### src/rtl/tdm_demux_1_8_if.sv
`default_nettype none
// tdm_demux_1_8_if: serial-in / parallel-out bundle for the 1:8 TDM demux. Rev 1.0
interface tdm_demux_1_8_if;
  logic       din;
  logic       din_valid;
  logic       sync;
  logic [7:0] D;
  logic [2:0] S;
  logic       frame_valid;
  logic       parity_err;

  modport master (
    output din, din_valid, sync,
    input  D, S, frame_valid, parity_err
  );

  modport slave (
    input  din, din_valid, sync,
    output D, S, frame_valid, parity_err
  );
endinterface
`default_nettype wire

### src/rtl/tdm_demux_1_8.sv
`default_nettype none
// tdm_demux_1_8: 1-to-8 TDM serial demux with one-cycle frame strobe; optional even-parity slot
// when TDM_DEMUX_PARITY_EN is defined. Rev 1.0
module tdm_demux_1_8 #(
  parameter int N_CH        = 8,
  parameter bit SYNC_CLEARS = 1'b1
) (
  input logic            clk,
  input logic            rst,
  tdm_demux_1_8_if.slave bus
);

`ifdef TDM_DEMUX_PARITY_EN
  localparam bit PARITY_EN = 1'b1;
`else
  localparam bit PARITY_EN = 1'b0;
`endif

  localparam int            SW   = $clog2(N_CH);
  localparam logic [SW-1:0] LAST = SW'(N_CH - 1);

  typedef enum logic [0:0] {
    COLLECT = 1'b0,
    PARITY  = 1'b1
  } state_t;

  state_t          state;
  logic [N_CH-1:0] shadow;
  logic [N_CH-1:0] word;
  logic [SW-1:0]   slot;
  logic            fv;
  logic            perr;

  always_ff @(posedge clk) begin
    if (rst) begin
      state  <= COLLECT;
      shadow <= '0;
      word   <= '0;
      slot   <= '0;
      fv     <= 1'b0;
      perr   <= 1'b0;
    end else begin
      fv   <= 1'b0;
      perr <= 1'b0;
      if (bus.sync) begin
        // Resync discards any partial or parity-pending frame.
        state <= COLLECT;
        if (bus.din_valid) begin
          shadow <= N_CH'(bus.din);
          slot   <= SW'(1);
        end else begin
          slot <= '0;
          if (SYNC_CLEARS) shadow <= '0;
        end
      end else if (bus.din_valid) begin
        if (state == PARITY) begin
          word   <= shadow;
          fv     <= 1'b1;
          perr   <= ^{shadow, bus.din};
          shadow <= '0;
          state  <= COLLECT;
        end else if (slot == LAST) begin
          slot <= '0;
          if (PARITY_EN) begin
            shadow[LAST] <= bus.din;
            state        <= PARITY;
          end else begin
            word   <= {bus.din, shadow[N_CH-2:0]};
            fv     <= 1'b1;
            shadow <= '0;
          end
        end else begin
          shadow[slot] <= bus.din;
          slot         <= slot + SW'(1);
        end
      end
    end
  end

  assign bus.D           = word;
  assign bus.S           = slot;
  assign bus.frame_valid = fv;
  assign bus.parity_err  = PARITY_EN ? perr : 1'b0;

endmodule
`default_nettype wire
### src/flat_wrapper.sv
// flat-port wrapper written by rule: the top's interface ports become plain ports
module tdm_demux_1_8_flat 
#(
  parameter int N_CH        = 8,
  parameter bit SYNC_CLEARS = 1'b1
)
  (clk, rst, bus_din, bus_din_valid, bus_sync, bus_D, bus_S, bus_frame_valid, bus_parity_err);
  tdm_demux_1_8_if bus_i ();
  input logic clk;
  input logic rst;
  input wire logic [$bits(bus_i.din)-1:0] bus_din;
  input wire logic [$bits(bus_i.din_valid)-1:0] bus_din_valid;
  input wire logic [$bits(bus_i.sync)-1:0] bus_sync;
  output wire logic [$bits(bus_i.D)-1:0] bus_D;
  output wire logic [$bits(bus_i.S)-1:0] bus_S;
  output wire logic [$bits(bus_i.frame_valid)-1:0] bus_frame_valid;
  output wire logic [$bits(bus_i.parity_err)-1:0] bus_parity_err;
  assign bus_i.din = bus_din;
  assign bus_i.din_valid = bus_din_valid;
  assign bus_i.sync = bus_sync;
  assign bus_D = bus_i.D;
  assign bus_S = bus_i.S;
  assign bus_frame_valid = bus_i.frame_valid;
  assign bus_parity_err = bus_i.parity_err;
  tdm_demux_1_8 #(.N_CH(N_CH), .SYNC_CLEARS(SYNC_CLEARS)) u_core (.clk(clk), .rst(rst), .bus(bus_i));
endmodule
### config.mk
export PLATFORM = sky130hd
export DESIGN_NAME = tdm_demux_1_8_flat
export DESIGN_NICKNAME = d
export VERILOG_FILES = /design/src/rtl/tdm_demux_1_8_if.sv /design/src/rtl/tdm_demux_1_8.sv /design/src/flat_wrapper.sv
export SDC_FILE = /design/constraint.sdc
export NUM_CORES = 1
export LEC_CHECK = 0
export BUFFER_PORTS_ARGS = -buffer_cell sky130_fd_sc_hd__buf_2
export CORE_MARGIN = 3
export CORE_UTILIZATION = 46
export DETAILED_ROUTE_END_ITERATION = 6
export GPL_TIMING_DRIVEN = 0
export PLACE_DENSITY_LB_ADDON = 0.15
export SLEW_MARGIN = 40
export SYNTH_ARGS = -nofsm -noshare
export SYNTH_HDL_FRONTEND = slang
export SYNTH_SLANG_ARGS = --single-unit
### constraint.sdc
create_clock -name clk -period 1.7 [get_ports clk]
set_clock_uncertainty 0.15 [all_clocks]
set_input_delay 0.085 -clock clk [delete_from_list [all_inputs] [get_ports clk]]
set_output_delay 0.085 -clock clk [all_outputs]
set_load 0.02 [all_outputs]
==> impl_metrics.tcl, run 1 <==
set metrics [dict create \
    status "complete, no violations" \
    muxShareOfSynthArea_pct 11.7 \
    firstDrtPassIters 4 \
    synth_compound_area_share_pct 17.7 \
    fin_worst_hold_slack_ns 0.330 \
    critPathArrivalTime_ns 1.71 \
    end_kind "register" \
    setup_viol 0 \
    post-route-period-util_pct 96.9 \
    max_stage_delay_ns 0.40 \
    clk_pin_slew_worst_paths_ns 0.10 \
    routed_wl_mm 1.75 \
    synth_xor_area_share_pct 0 \
    vias 686 \
    synth_top_area_share_pct 44.4 \
    yosys.area_share.adder_pct 4.39 \
    pin_count 18 \
    clk_latency_ns 0.29 \
    crit_chain "ha_2 -> ha_4 -> or3_4 -> o32ai_2" \
    final_nets 117 \
    cts_tree "yes" \
    ys_async_sr_fraction_pct 0 \
    clock.fmax_mhz 607 \
    synth.avg_cell_area_um2 10.2 \
    setup_ws_ns 0.0522 \
    synth_area_leaders "dfxtp_1 (44%), mux2i_1 (12%), nor2_1 (5.3%)" \
    yosys.area_share.simple_pct 16.7 \
    maxCapViolations 0 \
    hp-class "reg -> reg" \
    fp.dieH_um 49.1 \
    grt_pass1_wl_mm 3.08 \
    nFillCells 149 \
    final-hold-violation-count 0 \
    gp_congestion 0.785 \
    syn2layout_area_growth_pct 24.1 \
    ys_seq_elements 19 \
    cts_made_buffers 3 \
    drc 0 \
    cts_buffer_depth 2 \
    drtIter0Drc 11 \
    ant_nets 0 \
    cts_root_buf "clkbuf_4" \
    syn_inst 84 \
    core_area_um2 1630 \
    h-tree-depth 1 \
    synth_fp_nets 92 \
    ir_worst_vdd_mv 0.728 \
    yosysMostFrequentCell "dfxtp_1" \
    pre_cts_ws_ns 0.0368 \
    clock-sinks 19 \
    rsz0062_at_grt "false" \
    critPathRequiredTime_ns 1.76 \
    finalSetupTns_ns 0 \
    crit_type "reg -> reg" \
    row_count 14 \
    grt_overflow 0 \
    die_x_um 49.1 \
    crit_fanout 8 \
    grt_max_degree 11 \
    regArea_um2 384 \
    grt_util_all_layers_pct 16.4 \
    ys.flop_type "dfxtp_1" \
    fin_crit_ns 1.65 \
    synthTopCellsByCount "dfxtp_1 (19), nor2_1 (12), mux2i_1 (10), o21ai_1 (5)" \
    synth_area_leader_cell "dfxtp_1" \
    routedWlPerCell_um 13.2 \
    synth_edf_count 0 \
    drive_above_1_share_pct 31.5 \
    start_util_pct 52.5 \
    synth_area_um2 856 \
    slew_violations 0 \
    p_leak_nw 0.507 \
    die_area_um2 2410 \
    seq_area_frac_synth_pct 44.4 \
    power.density_nw_per_um2 702 \
    post_cts.repair.setup_buffers 0 \
    diodes 0 \
    start_kind "register" \
    critPathSlowestCell "or3_4" \
    synth_cell_type_count 30 \
    via_per_inst 5.20 \
    crit_family "simple AND/OR/NAND/NOR gates" \
    antenna_found_initial 0 \
    critPathBufInv 0 \
    yosysWarnings 0 \
    grt_pass1_vias 699 \
    io_buffers 16 \
    multi_input_area_um2 458 \
    synth_top_family_by_area "compound AO/OA/AOI/OAI gates" \
]
[timing repair]
action	CTS	global route
hold buffers	4	0
resized for setup	2	3
hold endpoints to repair	7	0
setup endpoints to repair	1	7
[sequential cells by signal (all words and copies together) (netlist names)]
name                    count
u_core.bus.D                8
u_core.shadow               7
u_core.bus.S                3
u_core.bus.frame_valid      1
[cell usage in the layout, fill, tap and decap left out]
cell type and instances:
or3_4 1, clkbuf_1 2, or3_1 1, and3b_1 1, dfxtp_4 1, buf_2 18, buf_4 2, o211ai_1 2
dfxtp_1 18, o311ai_1 1, ha_1 1, ha_4 1, o31ai_1 1, o21ai_1 5, nand3b_4 1, a211o_1 1
o32ai_2 2, nor3_1 3, nand2_1 1, conb_1 1, a32o_1 2, mux2i_1 10, buf_6 1, ha_2 1
a31oi_1 1, o31ai_2 1, inv_2 1, a211oi_2 1, a21oi_1 2, and3_1 1, nor2_1 12, nand3b_1 1
dlygate4sd3_1 4, clkbuf_4 3, nand2b_1 3
[cell families after synthesis]
group | Yosys count
compound gates | 19
other cells | 1
simple gates | 25
buf+inv | 7
fa+ha+maj | 3
mux | 10
flops | 19
[per-layer routing]
| layer | part of all wire [%] | GRT usage, % |
|---|---|---|
| met2 | 49 | 27.7 |
| met1 | 45 | 19.3 |
| met4 | 0.63 | 5.69 |
| met5 | 0 | 0 |
| met3 | 4.9 | 5.50 |
[power by group]
part	leakage, nW	internal, W	switching [W]
Combinational	0.337	0.0000307	0.0000439
Sequential	0.154	0.000448	0.00000355
Clock	0.0150	0.0000914	0.000129
[worst paths after layout]
kind / end / startpoint / depth (start not counted) / slack, ns
hold / removal: u_core.shadow[1] / u_core.shadow[1] / 1 / 0.33
setup / recovery: u_core.shadow[5] / u_core.bus.S[1] / 4 / 0.05
setup reg to reg: u_core.shadow[5] / u_core.bus.S[1] / 4 / 0.05
hold reg to reg: u_core.shadow[1] / u_core.shadow[1] / 1 / 0.33
[final cells by class]
type                            instances  share of cell area, %
Multi-Input combinational cell         58                   43.1
Buffer                                  6                   3.77
Sequential cell                        19                   36.2
Timing Repair Buffer                   20                   11.3
Tap cell                               24                   2.83
Clock buffer                            4                   2.47
Inverter                                1                  0.353
[worst reg2reg max path, stage by stage, from the launching register on]
cell	delay, ns
dfxtp_4	0.38
ha_2	0.20
ha_4	0.19
or3_4	0.40
o32ai_2	0.24
[per-stage QoR]
| stage | cell area (um^2) | utilization, % | total power (W) | instances |
|---|---|---|---|---|
| 2_1_floorplan | 860 | - | 0.000507 | 84 |
| 6_report | 1060 | 65.2 | 0.000746 | 132 |
| 3_5_place_dp | 970 | 59.5 | 0.000528 | 124 |
| 4_1_cts | 1050 | 64.4 | 0.000764 | 132 |
| 3_3_place_gp | 970 | 59.5 | 0.000526 | 124 |
| 5_1_grt | 1060 | 65.2 | 0.000789 | 132 |
No activity file was read; power rests on OpenSTA's default activity.
==> run 2: changes to the inputs <==
--- a/config.mk
+++ b/config.mk
@@ -10,7 +10,9 @@
 export CORE_UTILIZATION = 46
 export DETAILED_ROUTE_END_ITERATION = 6
 export GPL_TIMING_DRIVEN = 0
-export PLACE_DENSITY_LB_ADDON = 0.15
+export PLACE_DENSITY = 0.74
+export RECOVER_POWER = 25
+export SETUP_SLACK_MARGIN = 0.2
 export SLEW_MARGIN = 40
 export SYNTH_ARGS = -nofsm -noshare
 export SYNTH_HDL_FRONTEND = slang
==> run 2 against run 1 <==
Effect of this change:
- the run now ends with hold timing left
- sequential share of layout area fell by 0.56 points
- register-to-register slack better by 0.08 ns
- clock power grew 4%
- cell count grew 1.5%
- maximum frequency increased by 5.4%
- global-route usage decreased by 0.45 points
- worst setup slack improved by 0.084 ns
- total power is 1.5% higher
- flip-flop and latch count stayed put
- largest cell class unchanged
- largest power group unchanged
==> impl_metrics.tcl, run 2 (synthesized netlist as in run 1, its figures left out) <==
set metrics [dict create \
    status "finished, violations left" \
    violations "hold timing" \
    diodes 0 \
    cts_buffer_depth 2 \
    comb_power_share_pct 10.2 \
    cts_root_buf "clkbuf_4" \
    max_stage_delay_ns 0.40 \
    gp_congestion 0.750 \
    fin_crit_ns 1.56 \
    start_util_pct 52.5 \
    vias 707 \
    final_cell_mix "dfxtp_1 (16), nor2_1 (12), buf_2 (11)" \
    slew_violations 0 \
    routedWlPerCell_um 12.5 \
    swShare_pct 24.9 \
    hold_buffers 3 \
    pin_count 18 \
    die_x_um 49.1 \
    crit_fanout 5 \
    clock-sinks 19 \
    clk_latency_ns 0.30 \
    drtIter0Drc 8 \
    critPathArrivalTime_ns 1.64 \
    cts_made_buffers 3 \
    grt_util_all_layers_pct 16.0 \
    grt_pass1_wl_mm 3.11 \
    end_kind "register" \
    clock.fmax_mhz 640 \
    rsz0062_at_grt "true" \
    start_kind "register" \
    hp-class "in -> reg" \
    core_area_um2 1630 \
    fp.dieH_um 49.1 \
    final-hold-violation-count 4 \
    fin_worst_hold_slack_ns -0.0496 \
    critPathSlowestCell "or3_4" \
    setup_viol 0 \
    cts_tree "yes" \
    routed_wl_mm 1.68 \
    post-route-period-util_pct 92.0 \
    ant_nets 0 \
    p_leak_nw 0.489 \
    via_per_inst 5.28 \
    power_frac_clock_pct 30.2 \
    syn2layout_area_growth_pct 26.9 \
    drc 0 \
    final_util_pct 66.7 \
    p_sw_w 0.000189 \
    largest_reg_flops 8 \
    crit_type "reg -> reg" \
    seqPwrFrac_pct 59.6 \
    firstDrtPassIters 4 \
    die_area_um2 2410 \
    cpMostUsedCell "ha_4" \
    clk_pin_slew_worst_paths_ns 0.11 \
    p_total_w 0.000757 \
    drive_above_1_share_pct 30.9 \
    row_count 14 \
    final_common_cell "dfxtp_1" \
    final_nets 119 \
    grt_pass1_vias 728 \
    h-tree-depth 1 \
    critPathRequiredTime_ns 1.78 \
    finalSetupTns_ns 0 \
    ir_worst_vdd_mv 0.336 \
    grt_overflow 0 \
    antenna_found_initial 0 \
    grt_max_degree 12 \
    power.density_nw_per_um2 697 \
    crit_chain "ha_4 -> ha_4 -> or3_4 -> o32ai_2" \
    power.internal_w 0.000568 \
    maxCapViolations 0 \
    io_buffers 16 \
]
[run 2: cell types whose count changed in the layout (fill, tap and decap cells not counted), sizes merged]
cell and change:
buf -4, clkinv +1, dlygate4sd3 -1, clkbuf +6
[run 2: timing repair]
action / in CTS / in global routing
pin swaps: 0 / 3
setup buffers: 2 / 1
endpoints found under the hold margin: 6 / 3
resized for setup: 3 / 2
endpoints found under the setup margin: 13 / 14
[run 2: final timing paths]
path                            slack, ns                to  cells after the start             start
worst max-delay path                 0.14  u_core.shadow[5]                      4   u_core.bus.S[0]
worst min-delay path                -0.05  u_core.shadow[4]                      3          bus_sync
worst max register to register       0.14  u_core.shadow[5]                      4   u_core.bus.S[0]
worst min register to register       0.33  u_core.shadow[0]                      2  u_core.shadow[0]
[run 2: through the flow]
step / area [um^2] / setup WS (ns) / instances
6_report: 1090 / 0.136 / 134
2_1_floorplan: 886 / 0.144 / 84
3_3_place_gp: 996 / 0.134 / 124
4_1_cts: 1080 / 0.135 / 133
5_1_grt: 1090 / 0.0970 / 134
3_5_place_dp: 996 / 0.125 / 124
[run 2: layer usage]
layer	part of all wire [%]	track usage (%)
met5	0	0
met4	1.7	7.11
met3	4.9	2.75
met2	48	28.3
met1	45	18.5
[run 2: critical path, delay by kind of cell, from the launching register on]
| family | cells | cell delay [ns] |
|---|---|---|
| AO/OA/AOI/OAI | 1 | 0.24 |
| AND/OR/NAND/NOR | 1 | 0.40 |
| adder cells (fa/ha/maj) | 2 | 0.34 |
| flip-flops | 1 | 0.36 |
[run 2: cell type report]
cell class                 instances  area, um^2
multi-input combinational         58         470
tap                               24        30.0
sequential                        19         387
buffer                             6        43.8
timing repair buffer              22         124
clock buffer                       3        22.5
fill                             137         543
clock inverter                     1        5.00
inverter                           1        3.75
[run 2: power by group through the flow]
stage | Clock (W) | Combinational, W | Sequential, W
after detailed placement | 0 | 0.0000661 | 0.000462
after global placement | 0 | 0.0000644 | 0.000462
after CTS | 0.000222 | 0.0000741 | 0.000451
final | 0.000229 | 0.0000774 | 0.000451
after global routing | 0.000247 | 0.0000852 | 0.000452
after floorplan | 0 | 0.0000427 | 0.000465
